$ cat src/rtl/bus_dma_master_if.sv
// Master-port bundle between the DMA engine and the shared bus arbiter/slaves.
// Signal names match the arbiter's master-port naming.
interface bus_dma_master_if #(
    parameter int unsigned ADDR_W = 8,
    parameter int unsigned DATA_W = 32
);
    logic              M_req;
    logic              M_grant;
    logic              M_wr;
    logic [ADDR_W-1:0] M_address;
    logic [DATA_W-1:0] M_dout;
    logic [DATA_W-1:0] M_din;

    modport master (
        output M_req, M_wr, M_address, M_dout,
        input  M_grant, M_din
    );

    modport slave (
        input  M_req, M_wr, M_address, M_dout,
        output M_grant, M_din
    );
endinterface

$ cat src/rtl/bus_dma_master.sv
// Block-copy DMA initiator: reads src+i, then writes it to dst+i for each word,
// in ascending order, and pulses done at the end. All outputs come straight from flops.
module bus_dma_master #(
    parameter int unsigned ADDR_W = 8,
    parameter int unsigned DATA_W = 32,
    parameter int unsigned LEN_W  = 8
) (
    input  logic              clk,
    input  logic              reset,
    input  logic              start,
    input  logic [ADDR_W-1:0] src_addr,
    input  logic [ADDR_W-1:0] dst_addr,
    input  logic [LEN_W-1:0]  len,
    output logic              busy,
    output logic              done,
    bus_dma_master_if.master  bus
);

    typedef enum logic [2:0] {
        IDLE,
        RADDR,
        RDATA,
        WRITE,
        DONE
    } state_t;

    state_t              state_q, state_d;
    logic [LEN_W-1:0]    cnt_q, cnt_d;
    logic [LEN_W-1:0]    len_q, len_d;
    logic [ADDR_W-1:0]   src_q, src_d;
    logic [ADDR_W-1:0]   dst_q, dst_d;
    logic [DATA_W-1:0]   data_q, data_d;
    logic [ADDR_W-1:0]   addr_q, addr_d;
    logic                req_q, req_d;
    logic                wr_q, wr_d;
    logic                busy_q, busy_d;
    logic                done_q, done_d;

    always_comb begin
        state_d = state_q;
        cnt_d   = cnt_q;
        len_d   = len_q;
        src_d   = src_q;
        dst_d   = dst_q;
        data_d  = data_q;
        addr_d  = addr_q;

        case (state_q)
            IDLE: begin
                if (start) begin
                    if (len != '0) begin
                        src_d   = src_addr;
                        dst_d   = dst_addr;
                        len_d   = len;
                        cnt_d   = '0;
                        state_d = RADDR;
                    end else begin
                        state_d = DONE;
                    end
                end
            end
            RADDR: begin
                if (bus.M_grant) begin
                    state_d = RDATA;
                end
            end
            RDATA: begin
                data_d  = bus.M_din;
                state_d = WRITE;
            end
            WRITE: begin
                if (bus.M_grant) begin
                    if (cnt_q == len_q - LEN_W'(1)) begin
                        state_d = DONE;
                    end else begin
                        cnt_d   = cnt_q + LEN_W'(1);
                        state_d = RADDR;
                    end
                end
            end
            DONE: begin
                state_d = IDLE;
            end
            default: begin
                state_d = IDLE;
            end
        endcase

        // Outputs are decoded from the next state so they line up with the state register.
        req_d  = state_d inside {RADDR, RDATA, WRITE};
        busy_d = state_d inside {RADDR, RDATA, WRITE};
        wr_d   = (state_d == WRITE);
        done_d = (state_d == DONE);

        if (state_d inside {RADDR, RDATA}) begin
            addr_d = src_d + ADDR_W'(cnt_d);
        end else if (state_d == WRITE) begin
            addr_d = dst_d + ADDR_W'(cnt_d);
        end
    end

    always_ff @(posedge clk) begin
        if (reset) begin
            state_q <= IDLE;
            cnt_q   <= '0;
            len_q   <= '0;
            src_q   <= '0;
            dst_q   <= '0;
            data_q  <= '0;
            addr_q  <= '0;
            req_q   <= 1'b0;
            wr_q    <= 1'b0;
            busy_q  <= 1'b0;
            done_q  <= 1'b0;
        end else begin
            state_q <= state_d;
            cnt_q   <= cnt_d;
            len_q   <= len_d;
            src_q   <= src_d;
            dst_q   <= dst_d;
            data_q  <= data_d;
            addr_q  <= addr_d;
            req_q   <= req_d;
            wr_q    <= wr_d;
            busy_q  <= busy_d;
            done_q  <= done_d;
        end
    end

    assign bus.M_req     = req_q;
    assign bus.M_wr      = wr_q;
    assign bus.M_address = addr_q;
    assign bus.M_dout    = data_q;
    assign busy          = busy_q;
    assign done          = done_q;

endmodule

$ cat src/flat_wrapper.sv
// flat-port wrapper written by rule: the top's interface ports become plain ports
module bus_dma_master_flat 
#(
    parameter int unsigned ADDR_W = 8,
    parameter int unsigned DATA_W = 32,
    parameter int unsigned LEN_W  = 8
)
  (clk, reset, start, src_addr, dst_addr, len, busy, done, bus_M_req, bus_M_wr, bus_M_address, bus_M_dout, bus_M_grant, bus_M_din);
  bus_dma_master_if #(.ADDR_W(ADDR_W), .DATA_W(DATA_W)) bus_i ();
  input  logic clk;
  input  logic reset;
  input  logic start;
  input  logic [ADDR_W-1:0] src_addr;
  input  logic [ADDR_W-1:0] dst_addr;
  input  logic [LEN_W-1:0] len;
  output logic busy;
  output logic done;
  output wire logic [$bits(bus_i.M_req)-1:0] bus_M_req;
  output wire logic [$bits(bus_i.M_wr)-1:0] bus_M_wr;
  output wire logic [$bits(bus_i.M_address)-1:0] bus_M_address;
  output wire logic [$bits(bus_i.M_dout)-1:0] bus_M_dout;
  input wire logic [$bits(bus_i.M_grant)-1:0] bus_M_grant;
  input wire logic [$bits(bus_i.M_din)-1:0] bus_M_din;
  assign bus_M_req = bus_i.M_req;
  assign bus_M_wr = bus_i.M_wr;
  assign bus_M_address = bus_i.M_address;
  assign bus_M_dout = bus_i.M_dout;
  assign bus_i.M_grant = bus_M_grant;
  assign bus_i.M_din = bus_M_din;
  bus_dma_master #(.ADDR_W(ADDR_W), .DATA_W(DATA_W), .LEN_W(LEN_W)) u_core (.clk(clk), .reset(reset), .start(start), .src_addr(src_addr), .dst_addr(dst_addr), .len(len), .busy(busy), .done(done), .bus(bus_i));
endmodule
$ cat config.mk
export PLATFORM = sky130hd
export DESIGN_NAME = bus_dma_master_flat
export DESIGN_NICKNAME = d
export VERILOG_FILES = /design/src/rtl/bus_dma_master_if.sv /design/src/rtl/bus_dma_master.sv /design/src/flat_wrapper.sv
export SDC_FILE = /design/constraint.sdc
export NUM_CORES = 1
export LEC_CHECK = 0
export ABC_AREA = 1
export BUFFER_PORTS_ARGS = -buffer_cell sky130_fd_sc_hd__buf_2
export CAP_MARGIN = 10
export CORE_MARGIN = 8
export CORE_UTILIZATION = 40
export DETAILED_ROUTE_END_ITERATION = 12
export PLACE_DENSITY = 0.69
export SLEW_MARGIN = 20
export SYNTH_ARGS = -nofsm -noshare
export SYNTH_HDL_FRONTEND = slang
export SYNTH_SLANG_ARGS = --single-unit
$ cat constraint.sdc
create_clock -name clk -period 8.53 [get_ports clk]
set_clock_uncertainty 0.05 [all_clocks]
set_input_delay 1.2795 -clock clk [delete_from_list [all_inputs] [get_ports clk]]
set_output_delay 1.2795 -clock clk [all_outputs]
set_load 0.02 [all_outputs]
==> results.tsv <==
metric	value	unit
status	complete, no violations	
VDD IR max	110.1	uV
DRC	0	
Max clock buf depth	2	
vias	3509	
antenna viol nets, final	0	
R2R setup slack	4.61	ns
CP Capture Type	flop	
Syn Nets	562	
Tot GR Track Use	0.1564	
first-pass GRT wire length	16080	um
hold path cells	2	
CTS buffer count	9	
starting density of the core	0.4063	
Synth area leaders	dfxtp_1 (42%), nor2_1 (11%), o21ai_0 (6.9%)	
largest net degree at the start of global routing	34	
post-synth top area cell	dfxtp_1	
port buffer count	103	
# H-tree levels	3	
clk root buf	clkbuf_8	
worst reg2reg startpoint	u_core.state_q[1]$_SDFF_PP0_	
Overflow after GRT	0	
clk sinks	78	
final setup TNS	0	ns
RSZ-0062 raised after global routing	false	
Final #Nets	659	
crit path kind	input pin to flop	
Crit Path Max Fanout	18	
gpl congestion	0.8337	
Worst EP arrival	4.34	ns
CP Cell Sequence	buf_2, nor4_1, nand2_1, nand3_2, inv_1, nor2_1, nand3_4, nand2_8, mux2i_1, ha_1, fa_1, nand3_1, and2_1, inv_1, a21oi_1, nor2_1, nor2_1, xor2_1, a211oi_2	
Worst-Margin Slew	1.017	ns
core footprint	0.009109	sq mm
die area	0.01259	sq mm
required time worst endpoint	8.71	ns
Max-slew headroom	0.3212	
Reg2Reg Depth	18	
worst setup margin	4.365	ns
I/O pins	104	
Yosys reg bits	78	
Critical path origin	len[0]	
Tcrit/Tclk final	0.4883	
Slowest-stage cell, CP	fa_1	
detailed-placement wirelength estimate	7405	um
Hold Crit Endpoint	u_core.bus.M_address[1]$_SDFFE_PP0P_	
Skew-Pair Late Insertion Delay	0.35	ns
Rows	35	
Die W	112.2	um
Syn. warnings	0	
DR WL/cell	13.92	um
Yosys cell types	35	
area delta synth->final	22.18	%
number of global-route vias before repair	3500	
Antenna Cells	0	
R2R Path End	u_core.bus.M_address[6]$_SDFFE_PP0P_	
count of final hold-check violations	0	
final setup vio count	0	
Slew Viols, Final	0	
CP Launch Type	input pin	
cell area after layout	0.004522	sq mm
Post-Route Utilization	0.4964	
initial drt markers	256	
CP top delay family	simple AND/OR/NAND/NOR gates	
dpl ws	4.036	ns
Power Total	0.001051	W
Hold Buf Count CTS	0	
clock-pin slew on the worst setup and hold paths	0.09	ns
CP dominant cell by count	nor2_1	
CP Buf/Inv Count	3	
CTS tree	yes	
antenna violations before repair	0	
setup repair bufs after CTS	0	
Max Fclk	0.2401	GHz
Total Routed Length	9812	um
Worst Hold Launch	u_core.bus.M_address[1]$_SDFFE_PP0P_	
Max Cap Viol	0	
CP max stage delay	0.41	ns
worst hold path type	flop to flop	
DP Area	0.004295	sq mm
Pleak	2.314	nW
Synth Cell Area	0.003701	sq mm
share of layout cells above drive strength 1	0.2357	
post-DR vias/cell	4.977	
# resized after CTS	0	
DR pass1 iterations	5	
Mapped Cells	492	
syn avg cell area	7.522	sq um
Power Dens Cells	232.5	mW/mm^2
min Tclk post-route	4.165	ns
Synth top area share	0.4219	
Chip Height	112.2	um
register area share after synthesis	0.4219	
cell type report:
type                            count  area, sq um
Clock buffer                        9        123.9
Clock inverter                      7        102.6
Fill cell                         876         4587
Inverter                           40        150.1
Multi-Input combinational cell    354         1907
Sequential cell                    78         1562
Tap cell                          111        138.9
Timing Repair Buffer              106        538.0
synthesized netlist by cell type, drive strengths merged:
| library cell | instances |
|---|---|
| o22ai | 1 |
| o21ai | 51 |
| nor2 | 107 |
| and2 | 7 |
| inv | 40 |
| nor4 | 2 |
| mux2i | 21 |
| buf | 4 |
| a21oi | 24 |
| nor3 | 6 |
| dfxtp | 78 |
| a22oi | 5 |
| nand4 | 4 |
| nand3b | 1 |
| xor2 | 7 |
| nand3 | 24 |
| o2111ai | 1 |
| nand2 | 68 |
| a21o | 1 |
| a31oi | 8 |
| xnor2 | 3 |
| ha | 9 |
| fa | 1 |
| a211oi | 1 |
| or2 | 2 |
| clkbuf | 16 |
sequential cells by signal, indices dropped and copies added, names as in the netlist:
| name | cells |
|---|---|
| u_core.bus.M_dout | 32 |
| u_core.bus.M_address | 8 |
| u_core.cnt_q | 8 |
| u_core.dst_q | 8 |
| u_core.len_q | 8 |
| u_core.src_q | 8 |
| u_core.state_q | 3 |
| u_core.bus.M_wr | 1 |
| u_core.busy | 1 |
| u_core.done | 1 |
worst register-to-register path: cells and delay by family (launching register included):
kind,cells,cell delay (ns)
and+or+nand+nor,9,1.30
adders and majority gates,2,0.65
xor gates and xnor gates,1,0.19
buffers and inverters,3,0.94
AOI/OAI and AO/OA,2,0.22
DFF,1,0.35
muxes,1,0.10
cell families after synthesis:
family	after synthesis	share of synthesized area
xor+xnor	10	0.02367
flops	78	0.4219
simple gates	221	0.2644
mux	21	0.05679
buf+inv	60	0.06288
compound gates	92	0.1346
fa+ha+maj	10	0.03584
layer usage:
layer	vias to the layer above	routed length, um	track usage
met5	-	0	0
met4	0	197	0.06475
met3	15	573	0.05260
met2	80	4887	0.2786
met1	1602	4153	0.1657
li1	1812	-	-
layout by cell type (no fill, tap or decap), types with 2 or more instances in the layout:
| cell | instances |
|---|---|
| buf_2 | 103 |
| inv_6 | 3 |
| nand4_1 | 4 |
| dfxtp_1 | 78 |
| nand3_2 | 2 |
| nor2_2 | 3 |
| nand2_1 | 64 |
| nor3_1 | 4 |
| ha_1 | 9 |
| a21oi_1 | 24 |
| buf_4 | 3 |
| bufinv_16 | 2 |
| nand2_2 | 3 |
| clkbuf_8 | 9 |
| inv_1 | 37 |
| xnor2_1 | 3 |
| nor4_1 | 2 |
| mux2i_1 | 21 |
| xor2_1 | 7 |
| a31oi_1 | 8 |
| a22oi_1 | 5 |
| nor2_1 | 104 |
| nand3_1 | 21 |
| o21ai_0 | 51 |
| and2_1 | 7 |
| inv_2 | 3 |
| or2_2 | 2 |
metrics by stage:
stage	hold WS, ns	instances
finish	0.4293	705
global route	0.4658	705
CTS	0.4318	705
detailed placement	0.4190	689
global placement	0.3989	689
floorplan	0.4057	492
report_power, final:
group | internal [W] | switching, W
Combinational | 0.000112 | 0.000191
Sequential | 0.000404 | 0.0000238
Clock | 0.000170 | 0.000151
Total | 0.000685 | 0.000366
worst max-delay path by stage:
stage / to / slack (ns) / cells past startpoint
2_1_floorplan: u_core.bus.M_address[6]$_SDFFE_PP0P_ / 4.55 / 16
3_3_place_gp: u_core.bus.M_address[6]$_SDFFE_PP0P_ / 4.10 / 19
3_5_place_dp: u_core.bus.M_address[6]$_SDFFE_PP0P_ / 4.04 / 19
4_1_cts: u_core.bus.M_address[6]$_SDFFE_PP0P_ / 4.38 / 19
5_1_grt: u_core.bus.M_address[6]$_SDFFE_PP0P_ / 4.03 / 19
6_report: u_core.bus.M_address[6]$_SDFFE_PP0P_ / 4.36 / 19
Power figures use the tool's default switching activity.
